==> src/rtl/fp_div_iter.sv <==
// fp_div_iter: iterative IEEE-754 divider, one restoring quotient bit per cycle,
// round-to-nearest-even, flush-to-zero on subnormal inputs and outputs.
// One operation in flight at a time. The tag is returned unchanged with the result.
//
// Ports
//   clk        rising-edge clock
//   rst        synchronous active-high reset (aborts any operation in flight)
//   in_valid   operands and tag valid
//   in_ready   divider idle, can accept
//   op0 / op1  dividend / divisor, IEEE format
//   in_tag     issue tag
//   out_valid  result valid, held until out_ready
//   out_ready  consumer accepts result
//   res        quotient, IEEE format
//   out_tag    tag captured at accept
//   flags      {invalid, div_by_zero, overflow, underflow, inexact}
module fp_div_iter #(
    parameter int EXP_WIDTH  = 8,
    parameter int MANT_WIDTH = 23,
    parameter int TAG_WIDTH  = 6,
    localparam int DATA_WIDTH = 1 + EXP_WIDTH + MANT_WIDTH
) (
    input  logic                  clk,
    input  logic                  rst,
    input  logic                  in_valid,
    output logic                  in_ready,
    input  logic [DATA_WIDTH-1:0] op0,
    input  logic [DATA_WIDTH-1:0] op1,
    input  logic [TAG_WIDTH-1:0]  in_tag,
    output logic                  out_valid,
    input  logic                  out_ready,
    output logic [DATA_WIDTH-1:0] res,
    output logic [TAG_WIDTH-1:0]  out_tag,
    output logic [4:0]            flags
);

    localparam int QW = MANT_WIDTH + 3;      // quotient: integer, fraction, guard, round
    localparam int RW = MANT_WIDTH + 2;      // remainder holds up to 2*divisor
    localparam int XW = EXP_WIDTH + 2;       // signed working exponent
    localparam int CW = $clog2(QW + 1);
    localparam logic signed [XW-1:0] BIAS    = XW'((1 << (EXP_WIDTH - 1)) - 1);
    localparam logic signed [XW-1:0] EXP_MAX = XW'((1 << EXP_WIDTH) - 1);
    localparam logic signed [XW-1:0] ONE_X   = XW'(1);
    localparam logic signed [XW-1:0] ZERO_X  = '0;

    typedef enum logic [2:0] {S_IDLE, S_CHECK, S_DIV, S_ROUND, S_DONE} state_t;

    state_t                  r_state, w_next;
    logic [DATA_WIDTH-1:0]   r_op0, r_op1;
    logic [TAG_WIDTH-1:0]    r_tag;
    logic                    r_sign;
    logic signed [XW-1:0]    r_exp;
    logic [RW-1:0]           r_rem, r_dvs;
    logic [QW-1:0]           r_quo;
    logic [CW-1:0]           r_cnt;
    logic [DATA_WIDTH-1:0]   r_res;
    logic [TAG_WIDTH-1:0]    r_out_tag;
    logic [4:0]              r_flags;

    // Normalise, round to nearest even on guard/round/sticky, then range-check.
    // Returns {result, flags}.
    function automatic logic [DATA_WIDTH+4:0] round_rne(
        input logic                 sign,
        input logic signed [XW-1:0] exp_in,
        input logic [QW-1:0]        quo,
        input logic                 sticky
    );
        logic [QW-1:0]         q;
        logic signed [XW-1:0]  e;
        logic [MANT_WIDTH:0]   mant;
        logic [MANT_WIDTH+1:0] sum;
        logic                  g, r, up;
        q = quo;
        e = exp_in;
        // Quotient of two [1,2) mantissas lies in (0.5,2): at most one shift.
        // After the shift the round bit is unknown, but only round|sticky matters.
        if (!q[QW-1]) begin
            q = {q[QW-2:0], 1'b0};
            e = e - ONE_X;
        end
        mant = q[QW-1:2];
        g    = q[1];
        r    = q[0];
        up   = g & (r | sticky | mant[0]);
        sum  = {1'b0, mant} + {{(MANT_WIDTH+1){1'b0}}, up};
        if (sum[MANT_WIDTH+1]) begin
            e    = e + ONE_X;
            mant = sum[MANT_WIDTH+1:1];
        end else begin
            mant = sum[MANT_WIDTH:0];
        end
        if (e >= EXP_MAX)
            return {sign, {EXP_WIDTH{1'b1}}, {MANT_WIDTH{1'b0}}, 5'b00101};
        else if (e <= ZERO_X)
            return {sign, {(DATA_WIDTH-1){1'b0}}, 5'b00011};
        else
            return {sign, e[EXP_WIDTH-1:0], mant[MANT_WIDTH-1:0], 4'b0000, g | r | sticky};
    endfunction

    // Operand classification; operands stay registered until the result is loaded.
    logic [EXP_WIDTH-1:0]  w_e0, w_e1;
    logic [MANT_WIDTH-1:0] w_m0, w_m1;
    logic                  w_zero0, w_zero1, w_inf0, w_inf1, w_nan0, w_nan1;
    logic                  w_sign, w_special;
    logic [DATA_WIDTH-1:0] w_spec_res;
    logic [4:0]            w_spec_flags;

    assign w_e0    = r_op0[DATA_WIDTH-2 -: EXP_WIDTH];
    assign w_e1    = r_op1[DATA_WIDTH-2 -: EXP_WIDTH];
    assign w_m0    = r_op0[MANT_WIDTH-1:0];
    assign w_m1    = r_op1[MANT_WIDTH-1:0];
    assign w_zero0 = (w_e0 == '0);
    assign w_zero1 = (w_e1 == '0);
    assign w_inf0  = (w_e0 == '1) && (w_m0 == '0);
    assign w_inf1  = (w_e1 == '1) && (w_m1 == '0);
    assign w_nan0  = (w_e0 == '1) && (w_m0 != '0);
    assign w_nan1  = (w_e1 == '1) && (w_m1 != '0);
    assign w_sign  = r_op0[DATA_WIDTH-1] ^ r_op1[DATA_WIDTH-1];
    assign w_special = w_zero0 | w_zero1 | w_inf0 | w_inf1 | w_nan0 | w_nan1;

    always_comb begin
        w_spec_res   = '0;
        w_spec_flags = '0;
        if (w_nan0 || w_nan1 || (w_zero0 && w_zero1) || (w_inf0 && w_inf1)) begin
            w_spec_res   = {1'b0, {EXP_WIDTH{1'b1}}, 1'b1, {(MANT_WIDTH-1){1'b0}}};
            w_spec_flags = 5'b10000;
        end else if (w_inf0) begin
            w_spec_res = {w_sign, {EXP_WIDTH{1'b1}}, {MANT_WIDTH{1'b0}}};
        end else if (w_inf1) begin
            w_spec_res = {w_sign, {(DATA_WIDTH-1){1'b0}}};
        end else if (w_zero1) begin
            w_spec_res   = {w_sign, {EXP_WIDTH{1'b1}}, {MANT_WIDTH{1'b0}}};
            w_spec_flags = 5'b01000;
        end else begin
            w_spec_res = {w_sign, {(DATA_WIDTH-1){1'b0}}};
        end
    end

    // Restoring step: subtract when it fits, shift remainder left.
    logic                  w_ge;
    logic [RW-1:0]         w_diff;
    logic [DATA_WIDTH+4:0] w_rnd;

    assign w_ge   = (r_rem >= r_dvs);
    assign w_diff = w_ge ? (r_rem - r_dvs) : r_rem;
    assign w_rnd  = round_rne(r_sign, r_exp, r_quo, |r_rem);

    always_ff @(posedge clk) begin
        if (rst) r_state <= S_IDLE;
        else     r_state <= w_next;
    end

    // Special cases also pass through ROUND so the result register loads in one place.
    always_comb begin
        w_next = r_state;
        case (r_state)
            S_IDLE:  if (in_valid) w_next = S_CHECK;
            S_CHECK: w_next = w_special ? S_ROUND : S_DIV;
            S_DIV:   if (r_cnt == CW'(QW - 1)) w_next = S_ROUND;
            S_ROUND: w_next = S_DONE;
            S_DONE:  if (out_ready) w_next = S_IDLE;
            default: w_next = S_IDLE;
        endcase
    end

    always_ff @(posedge clk) begin
        case (r_state)
            S_IDLE: if (in_valid) begin
                r_op0 <= op0;
                r_op1 <= op1;
                r_tag <= in_tag;
            end
            S_CHECK: begin
                r_sign <= w_sign;
                r_exp  <= $signed({2'b00, w_e0}) - $signed({2'b00, w_e1}) + BIAS;
                r_rem  <= {1'b0, 1'b1, w_m0};
                r_dvs  <= {1'b0, 1'b1, w_m1};
                r_quo  <= '0;
                r_cnt  <= '0;
            end
            S_DIV: begin
                r_quo <= {r_quo[QW-2:0], w_ge};
                r_rem <= {w_diff[RW-2:0], 1'b0};
                r_cnt <= r_cnt + 1'b1;
            end
            default: ;
        endcase
    end

    always_ff @(posedge clk) begin
        if (rst) begin
            r_res     <= '0;
            r_flags   <= '0;
            r_out_tag <= '0;
        end else if (r_state == S_ROUND) begin
            r_res     <= w_special ? w_spec_res   : w_rnd[DATA_WIDTH+4:5];
            r_flags   <= w_special ? w_spec_flags : w_rnd[4:0];
            r_out_tag <= r_tag;
        end else if (r_state == S_DONE && out_ready) begin
            r_res     <= '0;
            r_flags   <= '0;
            r_out_tag <= '0;
        end
    end

    assign in_ready  = (r_state == S_IDLE);
    assign out_valid = (r_state == S_DONE);
    assign res       = r_res;
    assign out_tag   = r_out_tag;
    assign flags     = r_flags;

endmodule
==> config.mk <==
export PLATFORM = sky130hd
export DESIGN_NAME = fp_div_iter
export DESIGN_NICKNAME = d
export VERILOG_FILES = /design/src/rtl/fp_div_iter.sv
export SDC_FILE = /design/constraint.sdc
export NUM_CORES = 1
export LEC_CHECK = 0
export BUFFER_PORTS_ARGS = -buffer_cell sky130_fd_sc_hd__buf_4
export CORE_MARGIN = 5
export CORE_UTILIZATION = 45
export CTS_BUF_LIST = sky130_fd_sc_hd__clkbuf_4 sky130_fd_sc_hd__clkbuf_8
export DETAILED_ROUTE_END_ITERATION = 16
export GPL_TIMING_DRIVEN = 0
export PLACE_DENSITY = 0.63
export SLEW_MARGIN = 20
export SYNTH_ARGS = -nofsm -noshare
export SYNTH_HDL_FRONTEND = slang
export SYNTH_SLANG_ARGS = --single-unit
export TNS_END_PERCENT = 100
==> constraint.sdc <==
create_clock -name clk -period 10.6 [get_ports clk]
set_input_delay 2.12 -clock clk [delete_from_list [all_inputs] [get_ports clk]]
set_output_delay 2.12 -clock clk [all_outputs]
set_load 0.05 [all_outputs]
==> summary.txt <==
Pwr
  – Clock power share: between 30 and 40%
  – PwrDens: between 150 and 200 nW/µm²
  – Final Total Pwr: ~2.3 mW
  – Peak supply drop: around 0.11 mV
  – Leakage: 5.11 nW
  – Gate power share: between 20% and 30%
  – Net Sw Frac: roughly 29%
  – P_sw: ~0.66 mW
  – Flop pwr share: between 40% and 50%
  – Cell Int Power: between 1.5 and 2 mW

Timing
  – RSZ-0062 raised after global routing: false
  – Fin Setup TNS: 0 ps
  – Achievable clock frequency: between 150 and 200 MHz
  – Final setup fails: 0
  – Max Clock Skew: approximately 18 ps
  – Final worst-path cycle share: 52.3%
  – Minimum clock period: 5540 ps
  – Normalized max-slew margin: 35.7%
  – Setup ws final: 5060 ps
  – Final hold violations: 0
  – Pins over their slew limit: 0
  – Slew at the pin closest to its max-slew limit: 963 ps

Clocking
  – Post-CTS Setup Bufs: 0
  – Skew-Pair Late Insertion Delay: about 520 ps
  – Hold buffers post-CTS: 0
  – Clock root cell: clkbuf_8
  – Clock Path Buffers: 3
  – Htree depth: 2
  – TritonCTS Buffers: 37
  – CTS tree: done
  – Sink Count: around 200
  – Worst-path clk slew: approximately 60 ps
  – Post-CTS sizing: 0

Finish
  – Most frequent cells in the layout: edfxtp_1, buf_4, nand2_1
  – Final non-filler cell area: approximately 13000 µm²
  – Fillers: approximately 2200
  – Area delta synth->final: 19.8%
  – Share of cells above drive strength 1: 18.5%
  – Most common cell after layout, fill and taps aside: edfxtp_1
  – Final Net Count: 1299
  – Diodes inserted: 0

Drt
  – Via density: 5.41
  – DRT Wirelength: 26200 µm
  – Post-route ant nets: 0
  – Vias: between 8000 and 9000
  – DRC: 0
  – 1st-iter DRT viols: roughly 590
  – Wirelength per Cell: ~17 µm
  – Drt pass-1 iters: 5

Job
  – MaxCap Viol Count: 0

Synth
  – Sequential share of the synthesized area: approximately 52%
  – Synth Area in Compound Gates: roughly an eighth
  – Synth Register Bits: approximately 210
  – Syn Nets: between 1000 and 1500
  – Multiplexer share of the synthesized area: 3.47%
  – Gate Count Post-Synth: just over 1000
  – Post-synthesis simple-gate area fraction: 17.4%
  – Synth Cell Area: 11000 µm²
  – Post-synth top area share: a little over two fifths
  – Synth Area in Adders: under 10%
  – Synth warnings: 0
  – Yosys top cell by area: edfxtp_1
  – EDFF count, synth: 160
  – Post-synth ARST share: 0%
  – Main combinational cell family by area after synthesis: simple AND/OR/NAND/NOR gates
  – Synth area leaders: edfxtp_1, dfxtp_1, ha_1
  – Yosys cell types: 80
  – Avg Cell Area, Syn: between 10 and 15 µm²
  – Post-Synth XOR/XNOR Area: between 6 and 7%
  – Predominant post-synthesis flop cell: edfxtp_1

Worst setup path
  – WS Path Type: flop to flop
  – CP Launch Type: flop
  – CP Capture Type: flop
  – Worst path arrival time: around 6000 ps
  – WP data required: approximately 11000 ps
  – Max FO, Critical Path: 10

Placed design
  – Gpl congestion: between 0.8 and 0.9
  – Port Buffers: approximately 120
  – Dpl ws: a little over 5000 ps
  – Placed standard-cell area: 12400 µm²
  – Final HPWL DP: roughly 19000 µm

Hold path
  – Hold WC Path Type: flop to flop

Global route
  – Met2 Use GR: a little under a third
  – Routing usage on met1: a little over a quarter
  – First-pass GRT wire length: about 43000 µm
  – Initial antenna violation count: 0
  – Vias in the first global route: around 8300
  – Total grt overflow: 0
  – GRT Max-Usage Layer: met2
  – Largest net degree at the start of global routing: 57
  – Met3 GRT Util: 3.22%
  – GRT Overall Usage: about a fifth

Floorplanning
  – Ports: approximately 120
  – Die ar.: about 28000 µm²
  – Die Y-Extent: between 150 and 200 µm
  – Site Rows: 57
  – Die X-Extent: approximately 170 µm
  – Core area: roughly 24000 µm²
  – Initial Util: 45.6%

Run status
  – Status: complete, no violations
-- layout make-up --
| class | count | area [µm²] | share of cell area (%) |
|---|---|---|---|
| multi-input cells | 723 | 4950 | 37.4 |
| well taps | 324 | 405 | 3.06 |
| plain buffers | 46 | 198 | 1.49 |
| clock inverters | 16 | 178 | 1.34 |
| flip-flops and latches | 206 | 5730 | 43.2 |
| clock buffers | 50 | 632 | 4.77 |
| inverters | 50 | 188 | 1.42 |
| repair buffers | 122 | 960 | 7.25 |
-- metal layers --
layer  up-vias  wire [µm]
met4         0        505
met5         -          0
met3        36       1320
li1       4108          -
met1      3966      12100
met2       212      12300
-- cells by family after synthesis --
| kind of cell | Yosys count |
|---|---|
| multiplexers | 38 |
| buffers and inverters | 96 |
| adder cells (fa/ha/maj) | 39 |
| XOR/XNOR | 85 |
| flip-flops | 206 |
| AO/OA/AOI/OAI | 199 |
| AND/OR/NAND/NOR | 362 |
-- registers in the layout (all words and copies together), names as in the netlist --
name,count
out_tag,6
r_quo,26
r_op0,32
flags,5
r_rem,25
r_exp,10
r_state,3
r_cnt,5
res,32
r_tag,6
r_dvs,23
r_op1,32
r_sign,1
-- power groups by stage --
| stage | clock (mW) | combinational (mW) | sequential (mW) |
|---|---|---|---|
| floorplan | 0 | 0.333 | 1.02 |
| global placement | 0 | 0.448 | 1.03 |
| detailed placement | 0 | 0.465 | 1.02 |
| CTS | 0.836 | 0.470 | 1.01 |
| global route | 0.873 | 0.523 | 1.02 |
| finish | 0.813 | 0.469 | 1.01 |
-- stage by stage --
stage               utilization [%]  instances  hold WS, ps
CTS                            54.6       1537          460
global route                   54.6       1537          464
detailed placement             51.3       1471          441
finish                         54.6       1537          454
global placement               50.9       1466          439
floorplan                         -       1025          427
-- worst paths after layout --
check / start / end / slack, ps / depth (start not counted)
worst max-delay path: r_quo[25] / res[24] / 5060 / 19
worst min-delay path: r_op1[4] / r_dvs[4] / 450 / 0
worst max register to register: r_quo[25] / res[24] / 5060 / 19
worst min register to register: r_op1[4] / r_dvs[4] / 450 / 0
-- cells in the mapped netlist, types with 20 or more instances --
library cell,count
edfxtp_1,160
nand2_1,95
nor2_1,61
a21oi_1,50
inv_1,49
dfxtp_1,46
o21ai_0,46
xor2_1,43
xnor2_1,42
ha_1,37
mux2i_1,36
clkbuf_1,33
and2_1,30
nand3_1,30
nor4_1,29
a22o_1,23
nor3_1,22
nand4_1,20
-- critical path, stage by stage, from the launching register on --
cell and delay [ps]:
edfxtp_1 340, buf_6 170, buf_2 240, buf_2 280
buf_1 560, clkbuf_1 410, clkbuf_1 430, nand2_1 80
a21boi_0 200, ha_1 210, nand2_1 110, a2111oi_4 600
and4_1 290, buf_2 240, nor4bb_1 90, a31oi_1 240
nor4_1 90, nor2_1 420, nand2_1 150, a311oi_2 290
No activity file was read; power rests on OpenSTA's default activity.
